==> src/rtl/jt6295_pkg.sv <==
// Shared constants and types for the JT6295 scheduler: sample dividers,
// slot boundary tables, timeout fill byte and the ROM arbiter state encoding.
package jt6295_pkg;

  localparam int unsigned DIV132 = 132;
  localparam int unsigned DIV165 = 165;

  localparam logic [7:0] LAST132 = 8'(DIV132 - 1);
  localparam logic [7:0] LAST165 = 8'(DIV165 - 1);

  // Index i holds the cen count at which slot i starts
  localparam logic [3:0][7:0] BND132 = {8'd99, 8'd66, 8'd33, 8'd0};
  localparam logic [3:0][7:0] BND165 = {8'd123, 8'd82, 8'd41, 8'd0};

  localparam logic [7:0] TOUT_VAL = 8'h80;

  typedef enum logic [1:0] {
    ST_IDLE     = 2'd0,
    ST_RD_ADPCM = 2'd1,
    ST_RD_CTRL  = 2'd2
  } arb_state_e;

  typedef struct packed {
    logic       hit;
    logic [1:0] idx;
  } bnd_t;

  function automatic bnd_t bnd_lookup(input logic [7:0] cnt, input logic ss_l);
    bnd_t r;
    r.hit = 1'b0;
    r.idx = 2'd0;
    for (int i = 0; i < 4; i++) begin
      if (cnt == (ss_l ? BND132[i] : BND165[i])) begin
        r.hit = 1'b1;
        r.idx = 2'(i);
      end
    end
    return r;
  endfunction

endpackage

==> src/rtl/jt6295_sched_timer.sv <==
// Sample/slot timer: counts cen pulses per sample and emits the slot strobe
// (cen4), the sample strobe and the current slot number.
module jt6295_sched_timer
  import jt6295_pkg::*;
(
  input  logic       clk,
  input  logic       rst,
  input  logic       cen,
  input  logic       ss,
  output logic       cen4,
  output logic       cen_sample,
  output logic [1:0] slot
);

  logic [7:0] cnt_q, cnt_d;
  logic [1:0] slot_q;
  logic       ss_l_q;
  logic       fresh_q;
  logic       ss_eff;
  logic       last;
  bnd_t       bnd;

  // Until the first cen after reset the rate follows ss directly
  assign ss_eff = fresh_q ? ss : ss_l_q;
  assign bnd    = bnd_lookup(cnt_q, ss_eff);
  assign last   = (cnt_q == (ss_eff ? LAST132 : LAST165));

  always_comb begin
    cnt_d = cnt_q;
    if (cen) begin
      cnt_d = last ? 8'd0 : cnt_q + 8'd1;
    end else begin
      cnt_d = cnt_q;
    end
  end

  always_ff @(posedge clk or posedge rst) begin
    if (rst) begin
      cnt_q   <= 8'd0;
      slot_q  <= 2'd0;
      ss_l_q  <= 1'b0;
      fresh_q <= 1'b1;
    end else begin
      cnt_q <= cnt_d;
      if (fresh_q || (cen && last)) begin
        ss_l_q <= ss;
      end
      if (cen) begin
        fresh_q <= 1'b0;
      end
      if (cen && bnd.hit) begin
        slot_q <= bnd.idx;
      end
    end
  end

  assign cen4       = cen & ~rst & bnd.hit;
  assign cen_sample = cen & ~rst & (cnt_q == 8'd0);
  assign slot       = rst ? 2'd0 : ((cen & bnd.hit) ? bnd.idx : slot_q);

endmodule

==> src/rtl/jt6295_sched.sv <==
// JT6295 scheduler top: slot/sample timer plus the single-port ROM arbiter
// (ADPCM fetches have priority over header/command reads).
// Optional watchdog on ROM reads: define JT6295_SCHED_TIMEOUT_EN.
module jt6295_sched
  import jt6295_pkg::*;
#(
  parameter int AW    = 18,
  parameter int OKLAT = 1
) (
  input  logic          clk,
  input  logic          rst,
  input  logic          cen,
  input  logic          ss,
  output logic          cen4,
  output logic          cen_sample,
  output logic [1:0]    slot,
  input  logic          adpcm_req,
  input  logic [AW-1:0] adpcm_addr,
  output logic          adpcm_ack,
  input  logic          ctrl_req,
  input  logic [AW-1:0] ctrl_addr,
  output logic          ctrl_ack,
  output logic [7:0]    dout,
  output logic [AW-1:0] rom_addr,
  output logic          rom_cs,
  input  logic          rom_ok,
  input  logic [7:0]    rom_data
`ifdef JT6295_SCHED_TIMEOUT_EN
  ,
  output logic          rom_tout
`endif
);

  localparam logic [7:0] OKLAT_W = 8'(OKLAT);

  arb_state_e    state_q, state_d;
  logic [AW-1:0] addr_q, addr_d;
  logic          cs_q, cs_d;
  logic [7:0]    dout_q, dout_d;
  logic          aack_q, aack_d;
  logic          cack_q, cack_d;
  logic [7:0]    w_q, w_d;
  logic          reading;
  logic          accept;
  logic          tout;
  logic          done;
  logic          ack_busy;

  jt6295_sched_timer u_timer (
    .clk        (clk),
    .rst        (rst),
    .cen        (cen),
    .ss         (ss),
    .cen4       (cen4),
    .cen_sample (cen_sample),
    .slot       (slot)
  );

  // w starts at 0 in the first cs cycle, so an ok left over from the
  // previous access is ignored until OKLAT cycles have passed
  assign reading  = (state_q == ST_RD_ADPCM) || (state_q == ST_RD_CTRL);
  assign accept   = reading && rom_ok && (w_q >= OKLAT_W);
  assign done     = accept || tout;
  assign ack_busy = aack_q || cack_q;

`ifdef JT6295_SCHED_TIMEOUT_EN
  logic tout_q;

  assign tout     = reading && !accept && (w_q == 8'd254);
  assign rom_tout = tout_q;

  always_ff @(posedge clk or posedge rst) begin
    if (rst) begin
      tout_q <= 1'b0;
    end else if (tout) begin
      tout_q <= 1'b1;
    end else begin
      tout_q <= tout_q;
    end
  end
`else
  assign tout = 1'b0;
`endif

  always_ff @(posedge clk or posedge rst) begin
    if (rst) begin
      state_q <= ST_IDLE;
    end else begin
      state_q <= state_d;
    end
  end

  // No grant while an ack is visible: the requester gets one cycle to drop req
  always_comb begin
    state_d = state_q;
    case (state_q)
      ST_IDLE: begin
        if (!ack_busy && adpcm_req) begin
          state_d = ST_RD_ADPCM;
        end else if (!ack_busy && ctrl_req) begin
          state_d = ST_RD_CTRL;
        end else begin
          state_d = ST_IDLE;
        end
      end
      ST_RD_ADPCM, ST_RD_CTRL: begin
        if (done) begin
          state_d = ST_IDLE;
        end else begin
          state_d = state_q;
        end
      end
      default: state_d = ST_IDLE;
    endcase
  end

  always_comb begin
    addr_d = addr_q;
    cs_d   = cs_q;
    dout_d = dout_q;
    aack_d = 1'b0;
    cack_d = 1'b0;
    w_d    = 8'd0;
    case (state_q)
      ST_IDLE: begin
        if (state_d == ST_RD_ADPCM) begin
          addr_d = adpcm_addr;
          cs_d   = 1'b1;
        end else if (state_d == ST_RD_CTRL) begin
          addr_d = ctrl_addr;
          cs_d   = 1'b1;
        end else begin
          cs_d   = 1'b0;
        end
      end
      ST_RD_ADPCM, ST_RD_CTRL: begin
        if (done) begin
          cs_d   = 1'b0;
          dout_d = accept ? rom_data : TOUT_VAL;
          aack_d = (state_q == ST_RD_ADPCM);
          cack_d = (state_q == ST_RD_CTRL);
        end else begin
          w_d    = (w_q == 8'hFF) ? w_q : w_q + 8'd1;
        end
      end
      default: begin
        cs_d = 1'b0;
      end
    endcase
  end

  always_ff @(posedge clk or posedge rst) begin
    if (rst) begin
      addr_q <= '0;
      cs_q   <= 1'b0;
      dout_q <= 8'd0;
      aack_q <= 1'b0;
      cack_q <= 1'b0;
      w_q    <= 8'd0;
    end else begin
      addr_q <= addr_d;
      cs_q   <= cs_d;
      dout_q <= dout_d;
      aack_q <= aack_d;
      cack_q <= cack_d;
      w_q    <= w_d;
    end
  end

  assign rom_addr  = addr_q;
  assign rom_cs    = cs_q;
  assign dout      = dout_q;
  assign adpcm_ack = aack_q;
  assign ctrl_ack  = cack_q;

endmodule

==> config.mk <==
export PLATFORM = sky130hd
export DESIGN_NAME = jt6295_sched
export DESIGN_NICKNAME = d
export VERILOG_FILES = /design/src/rtl/jt6295_pkg.sv /design/src/rtl/jt6295_sched_timer.sv /design/src/rtl/jt6295_sched.sv
export SDC_FILE = /design/constraint.sdc
export NUM_CORES = 1
export LEC_CHECK = 0
export ABC_AREA = 1
export CORE_ASPECT_RATIO = 2
export CORE_MARGIN = 4
export CORE_UTILIZATION = 45
export CTS_CLUSTER_DIAMETER = 80
export DETAILED_ROUTE_END_ITERATION = 8
export PLACE_DENSITY = 0.78
export SYNTH_ARGS = -nofsm -noshare
export SYNTH_HDL_FRONTEND = slang
export SYNTH_SLANG_ARGS = --single-unit
==> constraint.sdc <==
create_clock -name clk -period 3.6 [get_ports clk]
set_input_delay 1.08 -clock clk [delete_from_list [all_inputs] [get_ports clk]]
set_output_delay 1.08 -clock clk [all_outputs]
set_load 0.01 [all_outputs]
; ---- Yosys cells after proc, flatten, opt, wreduce, memory -nomap -nowiden
; Cells that the tools add are included.
[totals]
reg_bits = 51
inputBits = 51
[classes]
n_mux = 29
reduce_logical = 16
add_sub_neg = 2
order_cmp = 1
n_eq_ne = 11
bitwise = 5
[ops]
columns = cell, count
row1 = two-way mux 18 bit, 2
row2 = == test 8 bit, 4
row3 = two-way mux 8 bit, 4
row4 = adder 8 x 1 -> 8 bit (second input constant), 2
row5 = two-way mux 3 bit, 4
row6 = two-way mux 2 bit, 5
row7 = two-way mux 5 bit, 2
row8 = == test 8 bit (second input constant), 1
row9 = greater-or-equal comparator 8 x 1 -> 1 bit (second input constant), 1
row10 = zero test 8 bit, 1
row11 = two-way mux 1 bit, 8
row12 = logical AND 1 bit, 6
row13 = two-way mux 6 bit, 1
row14 = bitwise AND 1 bit, 4
row15 = == test 2 x 1 -> 1 bit (second input constant), 2
row16 = == test 2 bit (second input constant), 2
row17 = two-way mux 4 bit, 1
row18 = one-hot mux 2 bit (2 select lines), 1
row19 = AND reduction 2 bit, 2
row20 = logical OR 1 bit, 3
row21 = != test 3 bit (second input constant), 1
row22 = zero test 2 bit, 1
row23 = != test 2 bit (second input constant), 1
row24 = one-hot mux 1 bit (2 select lines), 1
row25 = other kinds (4), 4

; ---- Logic depth before layout (Yosys ltp)
; Gate-level depths: netlist of the first run.
[logic_depth]
word_depth = 10
mapped_depth = 15
mapped_depth_nobuf = 13

; ---- Cells and area by module
; From an unflattened synthesis of the first run, not the netlist that was laid out.
[unflattened]
cells_unflattened = 352
area_unflattened_um2 = 2842.7
[modules_own_cells]
columns = module, n_inst, area_each_um2, cells_each
row1 = jt6295_sched, 1, 1964.4, 238
row2 = jt6295_sched_timer, 1, 878.3, 114

; ---- Worst setup path before layout of the first run
; OpenSTA, ideal clock, no wires.
[synth_path]
kind = input port to output port
from = input port ss
to = output port slot[0]
path_stages = 11
setup_slack_ns = 0.556
t_arrival_ns = 1.964
n_path_buf = 0
t_required_ns = 2.520
cell_sequence = inv_1 -> nand2_1 -> nand3_1 -> inv_1 -> nor2_1 -> nand2_1 -> nand2_1 -> nand2_1 -> nand3_1 -> nand2_1 -> nor2_1
[synth_via]
elab_chain_cells = 9
word_cells_on_any_way = 13
classes_between = eq/ne: 3 / mux: 9 / bitwise: 1
[synth_lines]
columns = element, line
row1 = "start, declared", jt6295_sched.sv:13  ; input logic ss,
row2 = two-way mux 1 bit (*), jt6295_sched_timer.sv:24  ; assign ss_eff = fresh_q ? ss : ss_l_q;
row3 = two-way mux 4 bit, jt6295_pkg.sv:33  ; if (cnt == (ss_l ? BND132[i] : BND165[i])) begin
row4 = == test 8 bit, jt6295_pkg.sv:33
row5 = two-way mux 3 bit (2 in a row), jt6295_pkg.sv:33
row6 = two-way mux 3 bit (*), jt6295_pkg.sv:33
row7 = bitwise AND 1 bit, jt6295_sched_timer.sv:59  ; assign slot = rst ? 2'd0 : ((cen & bnd.hit) ? bnd.idx : slot_q);
row8 = two-way mux 2 bit (*) (2 in a row), jt6295_sched_timer.sv:59
row9 = "end, declared", jt6295_sched.sv:16  ; output logic [1:0] slot,
; Mark *: on every way between the ends. The rest lies on a longest branch, timed or not.

; ---- Worst setup path in the final report of the first run
; Ends and elaborated chain as after synthesis.

==> results.toml, run 1 <==
[final_layout]
layout.cells.non_filler = 491
fillers = 488
diodes = 0
drive_gt1_frac = 0.08372
area_growth_pct = 41.59
nNetsFinal = 492

[global_routing]
grt_max_degree = 38
grt_pass1_vias = 2521
globalRoute.totalOverflow = 0
track_usage = 0.1901
grt_antenna_before_repair = 0
grt_pass1_wl_mm = 11.14

[timing]
fin_tns_setup_ps = 0
slew_headroom = 0.6708
fmax_ghz = 0.2881
setup_viol = 0
fin_crit_sh = 0.9641
finalMaxSlewViolations = 0
fin_ws_ps = 129.3
tightest_slew_ps = 493.0
finalHoldViolCount = 0
hold_slack_ps = 474.1
period_needed_ps = 3471
skew_ps = 6.665

[setup_path]
ff2ff_path_depth = 13
cp.arrival_ps = 2390
crit_chain = "dlygate4sd2_1 > inv_1 > nand2_2 > nand3_2 > nand2_1 > nor2_1 > nand2_1 > nand2_1 > nand2_2 > nand3_1 > nand2_1 > nor2_1 > buf_2"
crit_type = "input pin to output port"
cp_max_fo = 4
cpPeakStageDelay_ps = 260
cp.required_ps = 2520
path_common_cell = "nand2_1"
cp_slowest_cell = "dlygate4sd2_1"
reg2reg_to = "rom_addr[8]"
r2r-start = "state_q[0]"
r2r_setup_slack_ps = 890
end_kind = "output port"
start_kind = "input pin"

[route]
drtIter0Drc = 118
num_vias = 2520
routedWlPerCell_microns = 13.63
ant_nets = 0
wirelength_mm = 6.692
drc = 0
route.detailed.vias_per_inst = 5.132
dr.pass1.iters = 4

[clock_network]
clock_latency_ps = 300
cts_tree = "yes"
path_clk_slew_ps = 70
cts_made_buffers = 5
postCtsHoldBufs = 0
clock_sinks = 51
cts.htree.levels = 2
clockBufferDepth = 2
cts-root-buf = "clkbuf_16"

[floorplan]
rows = 39
dieArea_sq_um = 7360
io_pins = 84
core-area_sq_um = 5758
start_util = 0.4676
die_width_microns = 62.70
die_h_microns = 117.4

[power_and_ir_drop]
fin_total_pwr_mw = 3.032
ir_drop_v = 0.0007022
p_per_area_nw_per_um2 = 795.2
p_leak_nw = 1.831

[synthesis]
ys_seq_area_frac = 0.4744
yosysWarnings = 0
synth.largest_area_cell = "dfrtp_1"
syn_nets = 400
synth.area.top_cells = "dfrtp_1, nand2_1, nor2_1"
avgSynthCellArea_sq_um = 7.990
ys.flop_type = "dfrtp_1"
netlist_area_sq_um = 2693
ys_seq_elements = 51
synthTopCellsByCount = "nand2_1, dfrtp_1, nor2_1, inv_1, nand3_1"
syn_inst = 337
synthArstFlopShare = 1.000
synthDistinctLibCells = 28
synth_top_area_share = 0.4647
yosysMostFrequentCell = "nand2_1"
synth_edf_count = 0

[placed_design]
dp_cells = 483
gp_congestion = 0.9427
io_buffer_count = 83
pre_cts_ws_ps = -539.5
hpwlAfterDp_mm = 5.277

[job]
drv_cap = 0

[status]
status = "complete, no violations"

[min_path]
hp-start = "dout[1]"
holdPathStages = 2
worstHoldPathType = "register to register"
hold_end = "dout[1]"
## routing by layer
| metal | GRT usage | vias to the layer above | wire (microns) |
|---|---|---|---|
| met3 | 0.06310 | 17 | 502 |
| met1 | 0.1735 | 1142 | 2235 |
| met4 | 0.08575 | 0 | 201 |
| li1 | - | 1267 | - |
| met2 | 0.3645 | 94 | 3752 |
| met5 | 0 | - | 0 |
## cell type report
| cell class | count | area (sq um) | share of cell area |
|---|---|---|---|
| Multi-Input combinational cell | 236 | 1225 | 0.3213 |
| Sequential cell | 51 | 1277 | 0.3351 |
| Tap cell | 61 | 76.32 | 0.02002 |
| Clock inverter | 2 | 16.27 | 0.004266 |
| Inverter | 40 | 150.1 | 0.03938 |
| Timing Repair Buffer | 95 | 928.4 | 0.2435 |
| Clock buffer | 6 | 138.9 | 0.03643 |
## registers in the layout, summed over array words and instances (netlist names)
register,flops
adpcm_ack,1
ctrl_ack,1
dout,8
rom_addr,18
rom_cs,1
state_q,2
u_timer.cnt_q,8
u_timer.fresh_q,1
u_timer.slot_q,2
u_timer.ss_l_q,1
w_q,8
## placed cells by master (no fill, tap or decap), types with 4 or more instances in the layout
cell type	Yosys	final
nand2_2	2	5
nor3_1	4	4
ha_1	12	12
a21oi_1	5	5
inv_1	38	37
clkbuf_16	0	5
nand3_1	30	28
a31oi_1	18	18
buf_4	0	11
dfrtp_1	50	50
xor2_1	6	6
nor2_1	41	40
o21ai_0	5	5
nand2_1	93	90
clkdlybuf4s50_1	0	78
nand4_1	10	10
## worst max path at each step
stage               startpoint          to  depth (start not counted)
global placement            ss     slot[0]                         12
global route                ss     slot[0]                         13
detailed placement          ss     slot[0]                         13
finish                      ss     slot[0]                         13
floorplan                   ss     slot[0]                         11
CTS                        cen  cen_sample                          5
## where the power goes
group	internal [mW]	leakage, nW	switching, mW
sequential	0.809	0.620	0.164
clock	0.278	0.0731	0.217
combinational	0.678	1.14	0.885
total	1.77	1.83	1.27
## critical path, delay by kind of cell
family	cells	cell delay (ps)
and+or+nand+nor	10	850
buffers and inverters	3	480
## cell families (layout without fill, tap and decap cells)
group	after synthesis	after routing	synth area share
AOI/OAI and AO/OA	33	33	0.07434
DFF	51	51	0.4744
and+or+nand+nor	185	185	0.2979
adders and majority gates	12	12	0.05576
xor gates and xnor gates	6	6	0.01952
buffers and inverters	50	143	0.07807
## per-stage QoR
stage | instance area, sq um | utilization
3_3_place_gp | 3642 | 0.6326
3_5_place_dp | 3642 | 0.6326
6_report | 3812 | 0.6621
2_1_floorplan | 2693 | -
5_1_grt | 3812 | 0.6621
4_1_cts | 3802 | 0.6604
## what timing repair did
item                                   in CTS  in global routing
endpoints found under the hold margin       0                  0
setup endpoints to repair                   3                  4
resized for setup                          12                  3
setup buffers                               0                  0
pin swaps                                   1                  0
No activity file was read; power rests on OpenSTA's default activity.
==> run 2, diff against run 1 <==
Settings changed: CAP_MARGIN from default to 20, CORE_UTILIZATION 45 to 42, CTS_CLUSTER_SIZE from default to 16, PLACE_DENSITY 0.78 to 0.76.
Clock period 3.6 ns to 3 ns, I/O delays scaled along.
==> run 2 against run 1 <==
Combinational power increased by 24%. Sequential power increased by 20%. Final cell count increased by 5.3%. Critical endpoint unchanged. Critical path depth unchanged. Clock power increased by 33%.
==> results.toml, run 2 (synthesized netlist as in run 1, its figures left out) <==
[power_and_ir_drop]
pwr-share-comb = 0.513
ir_drop_v = 0.0006844
swShare = 0.3995
pwr-share-seq = 0.312
p_per_area_nw_per_um2 = 963.9
fin_total_pwr_mw = 3.751
net-switching-power_mw = 1.498
p_leak_nw = 1.871
clkPwrFrac = 0.175
internal_power_mw = 2.252

[route]
wirelength_mm = 6.477
dr.pass1.iters = 4
drtIter0Drc = 118
ant_nets = 0
route.detailed.vias_per_inst = 4.839
num_vias = 2502
routedWlPerCell_microns = 12.53
drc = 0

[final_layout]
area_growth_pct = 44.52
fillers = 567
drive_gt1_frac = 0.1067
final_cell_mix = "nand2_1, clkdlybuf4s50_1, dfrtp_1"
nNetsFinal = 493
layout.cells.non_filler = 517
final_common_cell = "nand2_1"
diodes = 0
largest_reg_flops = 18
utilization = 0.6218

[global_routing]
globalRoute.totalOverflow = 0
grt_pass1_wl_mm = 10.74
grt_antenna_before_repair = 0
track_usage = 0.1751
grt_max_degree = 38
grt_pass1_vias = 2485

[clock_network]
clockBufferDepth = 2
clock_sinks = 51
cts_tree = "yes"
cts_made_buffers = 5
cts_setup_buffers = 0
clock_latency_ps = 290
cts-root-buf = "clkbuf_16"
cts.htree.levels = 2
path_clk_slew_ps = 70

[setup_path]
r2r-start = "w_q[0]"
start_kind = "input pin"
cp.required_ps = 2100
cp.arrival_ps = 1960
crit_type = "input pin to output port"
reg2reg_to = "rom_addr[12]"
crit_path_start = "ss"
cp_max_fo = 4
end_kind = "output port"
r2r_setup_slack_ps = 390
ff2ff_path_depth = 12

[min_path]
holdPathStages = 2
worstHoldPathType = "register to register"
hp-start = "dout[5]"
hold_end = "dout[5]"

[placed_design]
io_buffer_count = 83
pre_cts_ws_ps = -725.9
dp_cells = 509
gp_congestion = 0.8555
hpwlAfterDp_mm = 5.242

[timing]
rsz0062_at_grt = "no"
fmax_ghz = 0.3496
fin_ws_ps = 139.7
slew_headroom = 0.6378
fin_crit_sh = 0.9534
skew_ps = 5.845
finalMaxSlewViolations = 0
tightest_slew_ps = 542.5
setup_viol = 0
hold_slack_ps = 471.9
period_needed_ps = 2860
finalHoldViolCount = 0

[floorplan]
die_width_microns = 64.62
core-area_sq_um = 6259
start_util = 0.4302
io_pins = 84
dieArea_sq_um = 7833
die_h_microns = 121.2
rows = 41

[status]
status = "complete, no violations"

[job]
drv_cap = 0
-- run 2: worst max path at each step --
stage          slack [ps]  endpoint
2_1_floorplan         320   slot[0]
3_3_place_gp         -670   slot[0]
3_5_place_dp         -730   slot[0]
4_1_cts                -5   slot[0]
5_1_grt                 1   slot[1]
6_report              140   slot[0]
-- run 2: area by class of cell --
type                            count  area [sq um]  area share
Clock buffer                        6         138.9     0.03569
Clock inverter                      2         35.03    0.009003
Inverter                           40         150.1     0.03859
Multi-Input combinational cell    236          1247      0.3206
Sequential cell                    51          1277      0.3283
Tap cell                           86         107.6     0.02765
Timing Repair Buffer               96         934.6      0.2402
-- run 2: per-layer routing --
layer / vias up / GRT usage / part of all wire
li1: 1273 / - / -
met1: 1133 / 0.1582 / 0.35
met2: 80 / 0.3413 / 0.56
met3: 16 / 0.04912 / 0.062
met4: 0 / 0.08344 / 0.030
met5: - / 0 / 0
-- run 2: what timing repair did --
action / in CTS / in global routing
pin swaps: 2 / 5
endpoints found under the setup margin: 4 / 4
resized for setup: 21 / 10
hold buffers: 0 / 0
hold endpoints to repair: 0 / 0
-- run 2: power by group through the flow --
stage                     registers, mW  clock network (mW)  logic (mW)
final                              1.17               0.656        1.93
after detailed placement           1.17                   0        1.94
after floorplan                    1.23                   0        1.08
after global routing               1.20               0.697        2.16
after global placement             1.16                   0        1.89
after CTS                          1.17               0.672        1.95
-- run 2: stage by stage --
stage          instance area, sq um  setup TNS [ps]
6_report                       3891               0
5_1_grt                        3891               0
4_1_cts                        3875          -4.565
3_5_place_dp                   3694           -2172
3_3_place_gp                   3694           -2006
2_1_floorplan                  2693               0
-- run 2: worst max-delay path, cell delays in order --
cell and delay, ps:
clkbuf_2 110, inv_2 60, nand2_4 60, nand3_4 80, inv_2 40, nor2_2 110
nand2_1 70, nand2_1 80, nand2_2 80, nand3_2 80, nand2_2 50, nor2_1 100
buf_2 140
